===== config.mk =====
export PLATFORM = sky130hd
export DESIGN_NAME = v_hier_pack_flat
export DESIGN_NICKNAME = d
export VERILOG_FILES = /design/src/rtl/v_hier_pkg.sv /design/src/rtl/v_hier_pack_if.sv /design/src/rtl/v_hier_pack_fifo.sv /design/src/rtl/v_hier_pack.sv /design/src/flat_wrapper.sv
export SDC_FILE = /design/constraint.sdc
export NUM_CORES = 1
export LEC_CHECK = 0
export ABC_AREA = 1
export CORE_ASPECT_RATIO = 1.4
export CORE_UTILIZATION = 60
export CTS_CLUSTER_DIAMETER = 200
export DETAILED_ROUTE_END_ITERATION = 6
export GPL_ROUTABILITY_DRIVEN = 0
export PLACE_DENSITY = 0.88
export SYNTH_ARGS = -nofsm -noshare
export SYNTH_HDL_FRONTEND = slang
export SYNTH_HIERARCHICAL = 1
export SYNTH_SLANG_ARGS = --single-unit

===== constraint.sdc =====
create_clock -name clk -period 5.1 [get_ports clk]
set_input_delay 1.02 -clock clk [delete_from_list [all_inputs] [get_ports clk]]
set_output_delay 1.02 -clock clk [all_outputs]
set_load 0.01 [all_outputs]

===== src/rtl/v_hier_pkg.sv =====
`default_nettype none
// ============================================================================
// Module      : v_hier_pkg
// Description : Shared constants and helpers for the v_hier lane hierarchy.
//               Holds the default lane/word/depth sizing, a clog2 helper and
//               the beats-per-word derivation used by both the forward
//               fan-out path and the return-direction packer.
// Revision    : 1.0 - initial release
// ============================================================================
package v_hier_pkg;

    localparam int V_HIER_LANES = 2;
    localparam int V_HIER_WORD  = 8;
    localparam int V_HIER_DEPTH = 4;

    // Ceiling log2; returns 0 for n <= 1.
    function automatic int clog2(input int n);
        int r;
        r = 0;
        for (int v = n - 1; v > 0; v = v >> 1) begin
            r = r + 1;
        end
        return r;
    endfunction

    // Number of lane beats that make up one packed word.
    function automatic int beats_per_word(input int word, input int lanes);
        return word / lanes;
    endfunction

    localparam int V_HIER_BEATS = beats_per_word(V_HIER_WORD, V_HIER_LANES);

endpackage : v_hier_pkg
`default_nettype wire


===== src/rtl/v_hier_pack_if.sv =====
`default_nettype none
// ============================================================================
// Module      : v_hier_pack_if
// Description : Beat input and word output handshake bundle of v_hier_pack.
//               in_valid/qvec  : one lane beat per cycle, no back-pressure
//               out_valid/out_ready/out_data : packed word, valid/ready
//               master : lane array + consumer side; slave : the packer
// Revision    : 1.0 - initial release
// ============================================================================
interface v_hier_pack_if
    import v_hier_pkg::*;
#(
    parameter int LANES = V_HIER_LANES,
    parameter int WORD  = V_HIER_WORD
) ();

    logic             in_valid;
    logic [LANES-1:0] qvec;
    logic             out_valid;
    logic             out_ready;
    logic [WORD-1:0]  out_data;

    modport master (
        output in_valid,
        output qvec,
        output out_ready,
        input  out_valid,
        input  out_data
    );

    modport slave (
        input  in_valid,
        input  qvec,
        input  out_ready,
        output out_valid,
        output out_data
    );

endinterface : v_hier_pack_if
`default_nettype wire


===== src/rtl/v_hier_pack_fifo.sv =====
`default_nettype none
// ============================================================================
// Module      : v_hier_pack_fifo
// Description : Synchronous word FIFO with exact occupancy count.
//               push/push_data : write request (ignored when full, unless a
//                                pop frees the slot in the same cycle)
//               pop            : read request (ignored when empty)
//               full/empty/level/head : status and head-of-queue word
//               reset_l        : asynchronous active-low reset, clears mem
// Revision    : 1.0 - initial release
// ============================================================================
module v_hier_pack_fifo
    import v_hier_pkg::*;
#(
    parameter  int WORD  = V_HIER_WORD,
    parameter  int DEPTH = V_HIER_DEPTH,
    localparam int AW    = clog2(DEPTH),
    localparam int LW    = AW + 1
) (
    input  wire logic            clk,
    input  wire logic            reset_l,
    input  wire logic            push,
    input  wire logic [WORD-1:0] push_data,
    input  wire logic            pop,
    output logic                 full,
    output logic                 empty,
    output logic [LW-1:0]        level,
    output logic [WORD-1:0]      head
);

    logic [WORD-1:0] r_mem [DEPTH];
    logic [AW-1:0]   r_wr_ptr;
    logic [AW-1:0]   r_rd_ptr;
    logic [LW-1:0]   r_level;
    logic            w_pop;
    logic            w_push;

    assign full  = (r_level == LW'(DEPTH));
    assign empty = (r_level == '0);
    assign level = r_level;
    assign head  = r_mem[r_rd_ptr];

    // A pop on a full FIFO frees the slot, so the same-cycle push fits.
    assign w_pop  = pop & ~empty;
    assign w_push = push & (~full | w_pop);

    always_ff @(posedge clk or negedge reset_l) begin
        if (!reset_l) begin
            for (int i = 0; i < DEPTH; i++) begin
                r_mem[i] <= '0;
            end
            r_wr_ptr <= '0;
            r_rd_ptr <= '0;
            r_level  <= '0;
        end else begin
            if (w_push) begin
                r_mem[r_wr_ptr] <= push_data;
                r_wr_ptr        <= r_wr_ptr + 1'b1;
            end
            if (w_pop) begin
                r_rd_ptr <= r_rd_ptr + 1'b1;
            end
            case ({w_push, w_pop})
                2'b10:   r_level <= r_level + 1'b1;
                2'b01:   r_level <= r_level - 1'b1;
                default: r_level <= r_level;
            endcase
        end
    end

endmodule : v_hier_pack_fifo
`default_nettype wire


===== src/rtl/v_hier_pack.sv =====
`default_nettype none
// ============================================================================
// Module      : v_hier_pack
// Description : Gathers per-lane result beats (qvec) into packed words and
//               queues them for a valid/ready consumer. Beat 0 lands in the
//               word MSBs. Words completing while the FIFO is full (and not
//               popping) are dropped and flagged in sticky overflow.
//               clk/reset_l : clock, asynchronous active-low reset
//               bus         : beat input and word output handshake
//               level       : words currently queued
//               overflow    : sticky drop flag, cleared by ovf_clr
// Revision    : 1.0 - initial release
// ============================================================================
module v_hier_pack
    import v_hier_pkg::*;
#(
    parameter  int LANES = V_HIER_LANES,
    parameter  int WORD  = V_HIER_WORD,
    parameter  int DEPTH = V_HIER_DEPTH,
    localparam int BEATS = beats_per_word(WORD, LANES),
    localparam int CW    = clog2(BEATS),
    localparam int LW    = clog2(DEPTH) + 1
) (
    input  wire logic     clk,
    input  wire logic     reset_l,
    v_hier_pack_if.slave  bus,
    input  wire logic     ovf_clr,
    output logic [LW-1:0] level,
    output logic          overflow
);

    // Only the low WORD-LANES bits are kept; the final beat completes the
    // word combinationally, so the full word never needs to be registered.
    logic [WORD-LANES-1:0] r_acc;
    logic [CW-1:0]         r_beat;
    logic                  r_overflow;
    logic [WORD-1:0]       w_word;
    logic                  w_last;
    logic                  w_complete;
    logic                  w_pop;
    logic                  w_drop;
    logic                  w_full;
    logic                  w_empty;

    assign w_word     = {r_acc, bus.qvec};
    assign w_last     = (r_beat == CW'(BEATS - 1));
    assign w_complete = bus.in_valid & w_last;
    assign w_pop      = ~w_empty & bus.out_ready;
    assign w_drop     = w_complete & w_full & ~w_pop;

    always_ff @(posedge clk or negedge reset_l) begin
        if (!reset_l) begin
            r_acc      <= '0;
            r_beat     <= '0;
            r_overflow <= 1'b0;
        end else begin
            if (bus.in_valid) begin
                r_acc  <= w_word[WORD-LANES-1:0];
                r_beat <= w_last ? '0 : r_beat + 1'b1;
            end
            // A new drop takes priority over a clear in the same cycle.
            if (w_drop) begin
                r_overflow <= 1'b1;
            end else if (ovf_clr) begin
                r_overflow <= 1'b0;
            end
        end
    end

    v_hier_pack_fifo #(
        .WORD  (WORD),
        .DEPTH (DEPTH)
    ) u_fifo (
        .clk       (clk),
        .reset_l   (reset_l),
        .push      (w_complete),
        .push_data (w_word),
        .pop       (bus.out_ready),
        .full      (w_full),
        .empty     (w_empty),
        .level     (level),
        .head      (bus.out_data)
    );

    assign bus.out_valid = ~w_empty;
    assign overflow      = r_overflow;

endmodule : v_hier_pack
`default_nettype wire

===== src/flat_wrapper.sv =====
// flat-port wrapper written by rule: the top's interface ports become plain ports
module v_hier_pack_flat import v_hier_pkg::*;
#(
    parameter  int LANES = V_HIER_LANES,
    parameter  int WORD  = V_HIER_WORD,
    parameter  int DEPTH = V_HIER_DEPTH,
    localparam int BEATS = beats_per_word(WORD, LANES),
    localparam int CW    = clog2(BEATS),
    localparam int LW    = clog2(DEPTH) + 1
)
  (clk, reset_l, ovf_clr, level, overflow, bus_in_valid, bus_qvec, bus_out_ready, bus_out_valid, bus_out_data);
  v_hier_pack_if #(.LANES(LANES), .WORD(WORD)) bus_i ();
  input  wire logic clk;
  input  wire logic reset_l;
  input  wire logic ovf_clr;
  output logic [LW-1:0] level;
  output logic overflow;
  input wire logic [$bits(bus_i.in_valid)-1:0] bus_in_valid;
  input wire logic [$bits(bus_i.qvec)-1:0] bus_qvec;
  input wire logic [$bits(bus_i.out_ready)-1:0] bus_out_ready;
  output wire logic [$bits(bus_i.out_valid)-1:0] bus_out_valid;
  output wire logic [$bits(bus_i.out_data)-1:0] bus_out_data;
  assign bus_i.in_valid = bus_in_valid;
  assign bus_i.qvec = bus_qvec;
  assign bus_i.out_ready = bus_out_ready;
  assign bus_out_valid = bus_i.out_valid;
  assign bus_out_data = bus_i.out_data;
  v_hier_pack #(.LANES(LANES), .WORD(WORD), .DEPTH(DEPTH)) u_core (.clk(clk), .reset_l(reset_l), .bus(bus_i), .ovf_clr(ovf_clr), .level(level), .overflow(overflow));
endmodule

==> results of run 1 <==
## state kept, by name, summed over array words and instances (netlist names)
| name | count |
|---|---|
| u_core/overflow | 1 |
| u_core/r_beat | 2 |
| u_core/u_fifo/r_mem | 32 |
| u_core/r_acc | 6 |
| u_core/u_fifo/level | 3 |
| u_core/u_fifo/r_wr_ptr | 2 |
| u_core/u_fifo/r_rd_ptr | 2 |
## stage by stage
stage	cell area, um^2	instances	total power [W]
after detailed placement	2550	326	0.00137
after floorplan	2450	281	0.00114
after CTS	2660	334	0.00164
after global routing	2660	334	0.00177
after global placement	2550	326	0.00134
final	2660	334	0.00164
## synthesized netlist by cell type
library cell	instances	area (um^2)
nand3_1	2	10.0
nor2_1	19	71.3
nand3_2	5	50.1
fa_1	1	20.0
nand2_1	85	319
o22ai_1	8	50.1
ha_1	6	75.1
nand2_4	1	11.3
o21ai_2	5	43.8
nor3_1	1	5.00
dfrtp_1	48	1200
a21oi_2	2	17.5
xnor2_1	2	17.5
xor2_1	2	17.5
buf_6	6	67.6
inv_1	22	82.6
buf_12	1	20.0
clkbuf_1	1	3.75
nand3b_1	1	7.51
nor2_2	2	12.5
buf_2	10	50.1
nand4_1	32	200
o21ai_0	19	95.1
## routing by layer
layer / track usage / up-vias
li1: - / 950
met1: 0.327 / 888
met2: 0.421 / 54
met3: 0.0400 / 10
met4: 0.100 / 0
met5: 0 / -
## kinds of logic after synthesis
| group | synth area share |
|---|---|
| simple gates | 0.281 |
| flops | 0.491 |
| buf+inv | 0.0915 |
| compound gates | 0.0843 |
| fa+ha+maj | 0.0388 |
| xor+xnor | 0.0143 |
## power groups by stage
stage | registers [W] | clock network (W) | logic [W]
detailed placement | 0.000670 | 0 | 0.000704
global placement | 0.000662 | 0 | 0.000680
finish | 0.000667 | 0.000267 | 0.000705
global route | 0.000689 | 0.000284 | 0.000795
CTS | 0.000664 | 0.000272 | 0.000705
floorplan | 0.000621 | 0 | 0.000514
## path summary, 6_finish.rpt
path	from	to	slack, ns
hold reg to reg	u_core/u_fifo/r_mem[8]	u_core/u_fifo/r_mem[8]	0.47
hold / removal	u_core/u_fifo/r_mem[8]	u_core/u_fifo/r_mem[8]	0.47
setup / recovery	u_core/u_fifo/r_rd_ptr[0]	bus_out_data[0]	1.77
setup reg to reg	u_core/u_fifo/level[1]	u_core/u_fifo/level[2]	2.54
min in group asynchronous	reset_l	u_core/u_fifo/r_mem[6]	0.90
max in group asynchronous	reset_l	u_core/u_fifo/r_mem[24]	3.55
## critical path: stages, from the launching register on
cell	delay, ns
dfrtp_1	0.72
inv_1	0.42
o21ai_0	0.29
o22ai_1	0.09
clkdlybuf4s50_1	0.48
## cell type report
type	instances	share of cell area
tap	43	0.0202
clock buffer	6	0.0273
timing repair buffer	20	0.0724
clock inverter	2	0.0132
sequential	48	0.451
multi-input combinational	193	0.385
inverter	22	0.0310
==> results.cfg, run 1 <==
[outcome]
status = finished, final reports clean

[sta]
clock_skew_ns = 0.00459
rsz0062_at_grt = no
tightestPinTransition_ns = 1.05
period_share = 0.653
drv_slew = 0
fin_worst_hold_slack_ns = 0.470
final.setup.worst_slack_ns = 1.77
finalSetupTns_ns = 0
hold_viol_final = 0
fmax_ghz = 0.300
maxSlewHeadroom = 0.300
finalSetupViolCount = 0
finalCriticalPeriod_ns = 3.33

[clocking]
ctsHoldBuffers = 0
path_clk_slew_ns = 0.09
cts_made_buffers = 5
insertion_delay_ns = 0.30
postCtsSetupBuffers = 0
cts_tree = done
cts-root-buf = clkbuf_8
cts_max_path_buffers = 2
cts_resized = 0
htreeDepth = 2
clkSinkCount = 48

[pwr]
seq_power_share = 0.407
p_switching_w = 0.000644
internal_power_w = 0.000995
cellPowerDensity_nw_per_um2 = 616
peakVddDrop_mv = 0.474
swShare = 0.393
leakage_nw = 1.34
comb_power_share = 0.430
p_clk_frac = 0.163

[global_route]
gr-total-overflow = 0
grt_max_degree = 49
antenna_found_initial = 0
track_usage = 0.252
grt_pass1_wl_um = 8460
grt_pass1_vias = 1860

[setup_path]
crit_path_end_kind = output pin
r2r_cells = 9
cp-start-kind = register
worst_ep_arrival_time_ns = 2.31
crit_path_max_fanout = 18
critPathKind = register to output pin
worstPathRequired_ns = 4.08

[floorplanning]
coreArea_um2 = 3920
start_util = 0.625
die_h_um = 77.6
ios = 20
die_area_um2 = 4340
chipWidth_um = 56.0
num_rows = 27

[drt]
ant_nets = 0
drc_errors = 0
wl_met3_um = 223
drtIter0Drc = 87
finalWirelength_um = 4840
wl_met1_um = 2130
vias = 1902
wl_met2_um = 2400
first_pass_iters = 4
highest_layer = met4
wl_per_cell_um = 14.5
vias_per_cell = 5.69

[finish]
syn2layout_area_growth_pct = 8.69
utilization = 0.679
drive_above_1_share = 0.0825
seq_area_um2 = 1200
antennaDiodeCount = 0
final_nets = 304
multiInputGateArea_um2 = 1020
final_cell_mix = nand2_1, dfrtp_1, nand4_1
layout_commonest_cell = nand2_1
fillCellCount = 328

[synthesis]
yosysWarnings = 6
syn_avg_cell_area_um2 = 8.71
synthesis.nets = 295
yosysUniqueCellTypes = 23
postSynthCellCount = 281
netlist_area_um2 = 2450
yosysSeqAreaShare = 0.491
synth_seq_cells = 48

[placed_design]
dp_slack_ns = 1.49
port_buffers = 19
place_hpwl_um = 3350

[worst_hold_path]
hold_path_class = register to register
min_path_cells = 2

[flow_run]
drv_cap = 0
No activity file was read; power rests on OpenSTA's default activity.
==> run 2: changes to the inputs <==
--- a/config.mk
+++ b/config.mk
@@ -7,11 +7,11 @@
 export LEC_CHECK = 0
 export ABC_AREA = 1
 export CORE_ASPECT_RATIO = 1.4
-export CORE_UTILIZATION = 60
+export CORE_UTILIZATION = 57
 export CTS_CLUSTER_DIAMETER = 200
 export DETAILED_ROUTE_END_ITERATION = 6
 export GPL_ROUTABILITY_DRIVEN = 0
-export PLACE_DENSITY = 0.88
+export PLACE_DENSITY = 0.84
 export SYNTH_ARGS = -nofsm -noshare
 export SYNTH_HDL_FRONTEND = slang
 export SYNTH_HIERARCHICAL = 1
==> constraint.sdc (replaced) <==
create_clock -name clk -period 3.4 [get_ports clk]
set_input_delay 0.68 -clock clk [delete_from_list [all_inputs] [get_ports clk]]
set_output_delay 0.68 -clock clk [all_outputs]
set_load 0.01 [all_outputs]
==> run 2 against run 1 <==
Net effect: first-iteration DRC count up 1.1%; critical path depth unchanged; cell area up 0.19%; routed wire length up 4.2%; the run now ends with DRC left; count of clock-buffer cells in the layout up 2; via count up 2.1%; final cell count up 0.90%; sequential cell count unchanged.
==> results.cfg, run 2 (synthesis results as in run 1) <==
[outcome]
status = complete, but fails checks
violations = DRC

[clocking]
cts_resized = 0
path_clk_slew_ns = 0.08
postCtsSetupBuffers = 0
cts_made_buffers = 5
clkSinkCount = 48
insertion_delay_ns = 0.30
htreeDepth = 2
cts_tree = done
cts-root-buf = clkbuf_8
ctsHoldBuffers = 0
cts_max_path_buffers = 2

[global_route]
grt_pass1_vias = 1833
top_usage_layer = met2
grt_util_met1 = 0.318
gr-total-overflow = 0
track_usage = 0.250
grt_pass1_wl_um = 8620
met2_usage = 0.424
grt_max_degree = 49
antenna_found_initial = 0
met3_usage = 0.0438

[setup_path]
reg2reg_slack_ns = 1.48
crit_path_max_fanout = 17
worstPathRequired_ns = 2.72
crit_path_end_kind = output pin
worst_ep_arrival_time_ns = 2.01
crit_start = u_core/u_fifo/r_rd_ptr[0]
r2r_cells = 10
endpoint = bus_out_data[0]
critPathKind = register to output pin
rr_startpoint = u_core/r_beat[0]
cp-start-kind = register
rr_endpoint = u_core/u_fifo/level[2]

[pwr]
p_clk_frac = 0.142
leakage_nw = 1.35
swShare = 0.402
peakVddDrop_mv = 0.549
seq_power_share = 0.406
p_switching_w = 0.000979
internal_power_w = 0.00145
cellPowerDensity_nw_per_um2 = 913
comb_power_share = 0.452

[sta]
clock_skew_ns = 0.00687
fmax_ghz = 0.371
tightestPinTransition_ns = 1.06
period_share = 0.792
rsz0062_at_grt = no
finalCriticalPeriod_ns = 2.69
drv_slew = 0
maxSlewHeadroom = 0.296
finalSetupViolCount = 0
hold_viol_final = 0
finalSetupTns_ns = 0
fin_worst_hold_slack_ns = 0.478

[floorplanning]
ios = 20
coreArea_um2 = 4020
die_area_um2 = 4570
chipWidth_um = 57.4
die_h_um = 79.6
num_rows = 27
start_util = 0.609

[drt]
vias = 1942
first_pass_iters = 7
drtIter0Drc = 88
wl_per_cell_um = 15.0
drc_errors = 2
ant_nets = 0
finalWirelength_um = 5050
vias_per_cell = 5.76

[placed_design]
place_hpwl_um = 3410
port_buffers = 19
placed_area_um2 = 2580

[finish]
final_nets = 307
final_area_um2 = 2670
regMostFlops = u_core/u_fifo/r_mem
syn2layout_area_growth_pct = 8.89
drive_above_1_share = 0.0884
final_cell_mix = nand2_1, dfrtp_1, nand4_1
largest_reg_flops = 32
antennaDiodeCount = 0
fillCellCount = 335
layout_commonest_cell = nand2_1

[worst_hold_path]
hold_path_class = register to register

[flow_run]
drv_cap = 0
## run 2: worst min-delay path by stage
stage,startpoint,to,slack (ns),depth (start not counted)
finish,u_core/u_fifo/r_mem[10],u_core/u_fifo/r_mem[10],0.48,2
global route,u_core/u_fifo/r_mem[24],u_core/u_fifo/r_mem[24],0.50,2
floorplan,reset_l,u_core/overflow,0.38,0
global placement,u_core/u_fifo/r_mem[15],u_core/u_fifo/r_mem[15],0.45,2
detailed placement,u_core/u_fifo/r_mem[15],u_core/u_fifo/r_mem[15],0.46,2
CTS,u_core/u_fifo/r_mem[15],u_core/u_fifo/r_mem[15],0.48,2
## run 2: cell type report
type                    instances  area (um^2)  share of cell area
clock buffers                   8         90.1              0.0338
inverters                      22         82.6              0.0310
multi-input cells             193         1020               0.384
flip-flops and latches         48         1200               0.450
well taps                      43         53.8              0.0202
repair buffers                 23          215              0.0807
## run 2: power by group through the flow
stage / Clock [W] / Combinational [W] / Sequential, W
6_report: 0.000345 / 0.00110 / 0.000988
5_1_grt: 0.000368 / 0.00124 / 0.00102
4_1_cts: 0.000352 / 0.00110 / 0.000982
3_5_place_dp: 0 / 0.00110 / 0.000990
3_3_place_gp: 0 / 0.00106 / 0.000983
2_1_floorplan: 0 / 0.000771 / 0.000932
## run 2: metal layers
metal	up-vias	part of all wire	routed length [um]
met5	-	0	0
met4	0	0.014	70
met3	8	0.059	296
met2	71	0.52	2630
met1	911	0.41	2060
li1	952	-	-
## run 2: worst max-delay path, stage by stage, from the launching register on
cell             delay, ns
dfrtp_1               0.46
inv_1                 0.41
o21ai_0               0.15
o22ai_1               0.14
clkdlybuf4s50_1       0.56
## run 2: per-stage QoR
| stage | setup WS [ns] | instances | total power (W) | util |
|---|---|---|---|---|
| floorplan | 1.22 | 281 | 0.00170 | - |
| global placement | 0.976 | 329 | 0.00204 | 0.641 |
| detailed placement | 0.915 | 329 | 0.00209 | 0.641 |
| CTS | 0.703 | 337 | 0.00244 | 0.663 |
| global route | 0.522 | 337 | 0.00262 | 0.663 |
| finish | 0.707 | 337 | 0.00243 | 0.663 |
==> edit (config.mk and constraints of run 1) <==
Register the output `level`, with the module's reset; this adds one clock of latency there. The other outputs are not delayed to match.
--- a/src/rtl/v_hier_pack.sv
+++ b/src/rtl/v_hier_pack.sv
@@ -28,6 +28,8 @@
     output logic [LW-1:0] level,
     output logic          overflow
 );
+
+    logic [LW-1:0] level_d;
 
     // Only the low WORD-LANES bits are kept; the final beat completes the
     // word combinationally, so the full word never needs to be registered.
@@ -78,12 +80,20 @@
         .pop       (bus.out_ready),
         .full      (w_full),
         .empty     (w_empty),
-        .level     (level),
+        .level     (level_d),
         .head      (bus.out_data)
     );
 
     assign bus.out_valid = ~w_empty;
     assign overflow      = r_overflow;
 
+    always_ff @(posedge clk or negedge reset_l) begin
+        if (!reset_l) begin
+            level <= '0;
+        end else begin
+            level <= level_d;
+        end
+    end
+
 endmodule : v_hier_pack
 `default_nettype wire
Formal check against the unedited RTL: not equivalent (a bounded check fails within 10 cycles, from zero or initial values and one cycle with reset_l low).
==> edit against run 1 <==
  * Wire length is 3.4% higher
  * Sequential cell count up 3
  * Worst setup slack improved by 0.033 ns
  * Final cell count increased by 0.90%
  * Synthesized area rose by 2.5%
  * Non-clock buffer count up 1
  * Design area up 1.8%
  * Clock power shrank 16%
  * Total power down 0.79%
  * Combinational power down 1%
  * Utilization is 0.62 points higher
  * Synthesized cell count rose by 1.1%
==> edit: results (changes against run 1) <==
run status finished clean; first-pass GRT wire length 8690 um (+2.7%); H-tree depth 2 (unchanged); Cell Count, Final, Fillers Out 337 (+0.90%); sequential cell area fraction in the yosys report 0.509 (+0.0182); delay of the slowest cell on the worst path 0.68 ns (-0.04 ns); fraction of layout cells with a size suffix above 1 0.0748 (-0.00764); placed cell count 330 (+1.2%); Worst EP arrival 2.28 ns (-0.03 ns); crit path to bus_out_data[2]; Worst Tran Pin Value 1.08 ns (+0.0252 ns); commonest cells in the synthesized netlist nand2_1 (85), dfrtp_1 (51), nand4_1 (32); Yosys cell types 23 (unchanged); Crit Reg-Reg Startpoint u_core/u_fifo/level[1]; Root Driver clkbuf_8; slowest CP cell dfrtp_1; ranking of synthesized cells by area dfrtp_1 (51%), nand2_1 (13%), nand4_1 (8.0%), o21ai_0 (4.2%), inv_1 (3.3%); post-CTS sizing 0 (unchanged); top flop regs u_core/u_fifo/r_mem: 32 flops, u_core/r_acc: 6 flops; syn nets 298 (+1.0%); Switch Pwr 0.640 mW (-0.56%); LEAKAGE 1.37 nW (+1.6%); HPWL after DPL 3580 um (+7.1%); Final nets 308 (+1.3%); pin count of the biggest net entering global routing 52 (+6.1%); Via Count 1972 (+3.7%); vias in the first global route 1943 (+4.5%); pre-CTS WS 1.89 ns (+0.395 ns); Iter 0 DRT Violations 90 (+3.4%); total track usage 0.254 (+0.00200); WL per Instance 14.9 um (+2.5%); reg2reg path depth 10 (+1); Post-DP Area 0.00262 mm2 (+2.6%); FF-to-FF setup slack 2.94 ns (+0.40 ns); period utilization 0.646 (-0.00640); # fillers 306 (-6.7%); VDD IR-drop max 0.000424 V (-11%); Fin Clk Skew 0.00707 ns (+0.00248 ns); syn avg cell area 8.83 um2 (+1.4%); CP max FO 18 (unchanged)
## edit: changes by cell type after synthesis, sizes merged
cell   before  now
dfrtp      48   51
## edit: layer usage
layer,up-vias,part of all wire,GRT usage
li1,958,-,-
met5,-,0,0
met2,60,0.51,0.418
met1,936,0.41,0.321
met4,0,0.028,0.122
met3,18,0.047,0.0461
## edit: worst max-delay path, delay by kind of cell, from the launching register on
family | cells | cell delay, ns
buffers and inverters | 2 | 0.87
AOI/OAI and AO/OA | 2 | 0.43
DFF | 1 | 0.68
## edit: worst min-delay path by stage
stage               slack, ns  cells after the start                    from         endpoint
floorplan                0.39                      0  u_core/u_fifo/level[2]  u_core/level[2]
global placement         0.40                      0  u_core/u_fifo/level[2]  u_core/level[2]
detailed placement       0.41                      0  u_core/u_fifo/level[2]  u_core/level[2]
CTS                      0.43                      0  u_core/u_fifo/level[2]  u_core/level[2]
global route             0.44                      0  u_core/u_fifo/level[2]  u_core/level[2]
finish                   0.43                      0  u_core/u_fifo/level[2]  u_core/level[2]
## edit: area by class of cell
class / instances / area (um2) / area share
Tap cell: 43 / 53.8 / 0.0199
Multi-Input combinational cell: 193 / 1010 / 0.372
Clock inverter: 1 / 5.00 / 0.00185
Sequential cell: 51 / 1280 / 0.471
Inverter: 22 / 82.6 / 0.0305
Timing Repair Buffer: 21 / 200 / 0.0739
Clock buffer: 6 / 82.6 / 0.0305
## edit: kinds of logic (layout without fill, tap and decap cells)
group,after synthesis,count (layout),synth area share
adders and majority gates,7,7,0.0379
and+or+nand+nor,148,148,0.271
xor gates and xnor gates,4,4,0.0140
AOI/OAI and AO/OA,34,34,0.0793
buffers and inverters,40,50,0.0893
DFF,51,51,0.509
## edit: power groups by stage
stage               sequential [mW]  combinational (mW)  clock, mW
detailed placement            0.709               0.699          0
global route                  0.725               0.790      0.246
finish                        0.703               0.698      0.225
global placement              0.700               0.674          0
floorplan                     0.656               0.504          0
CTS                           0.702               0.702      0.231
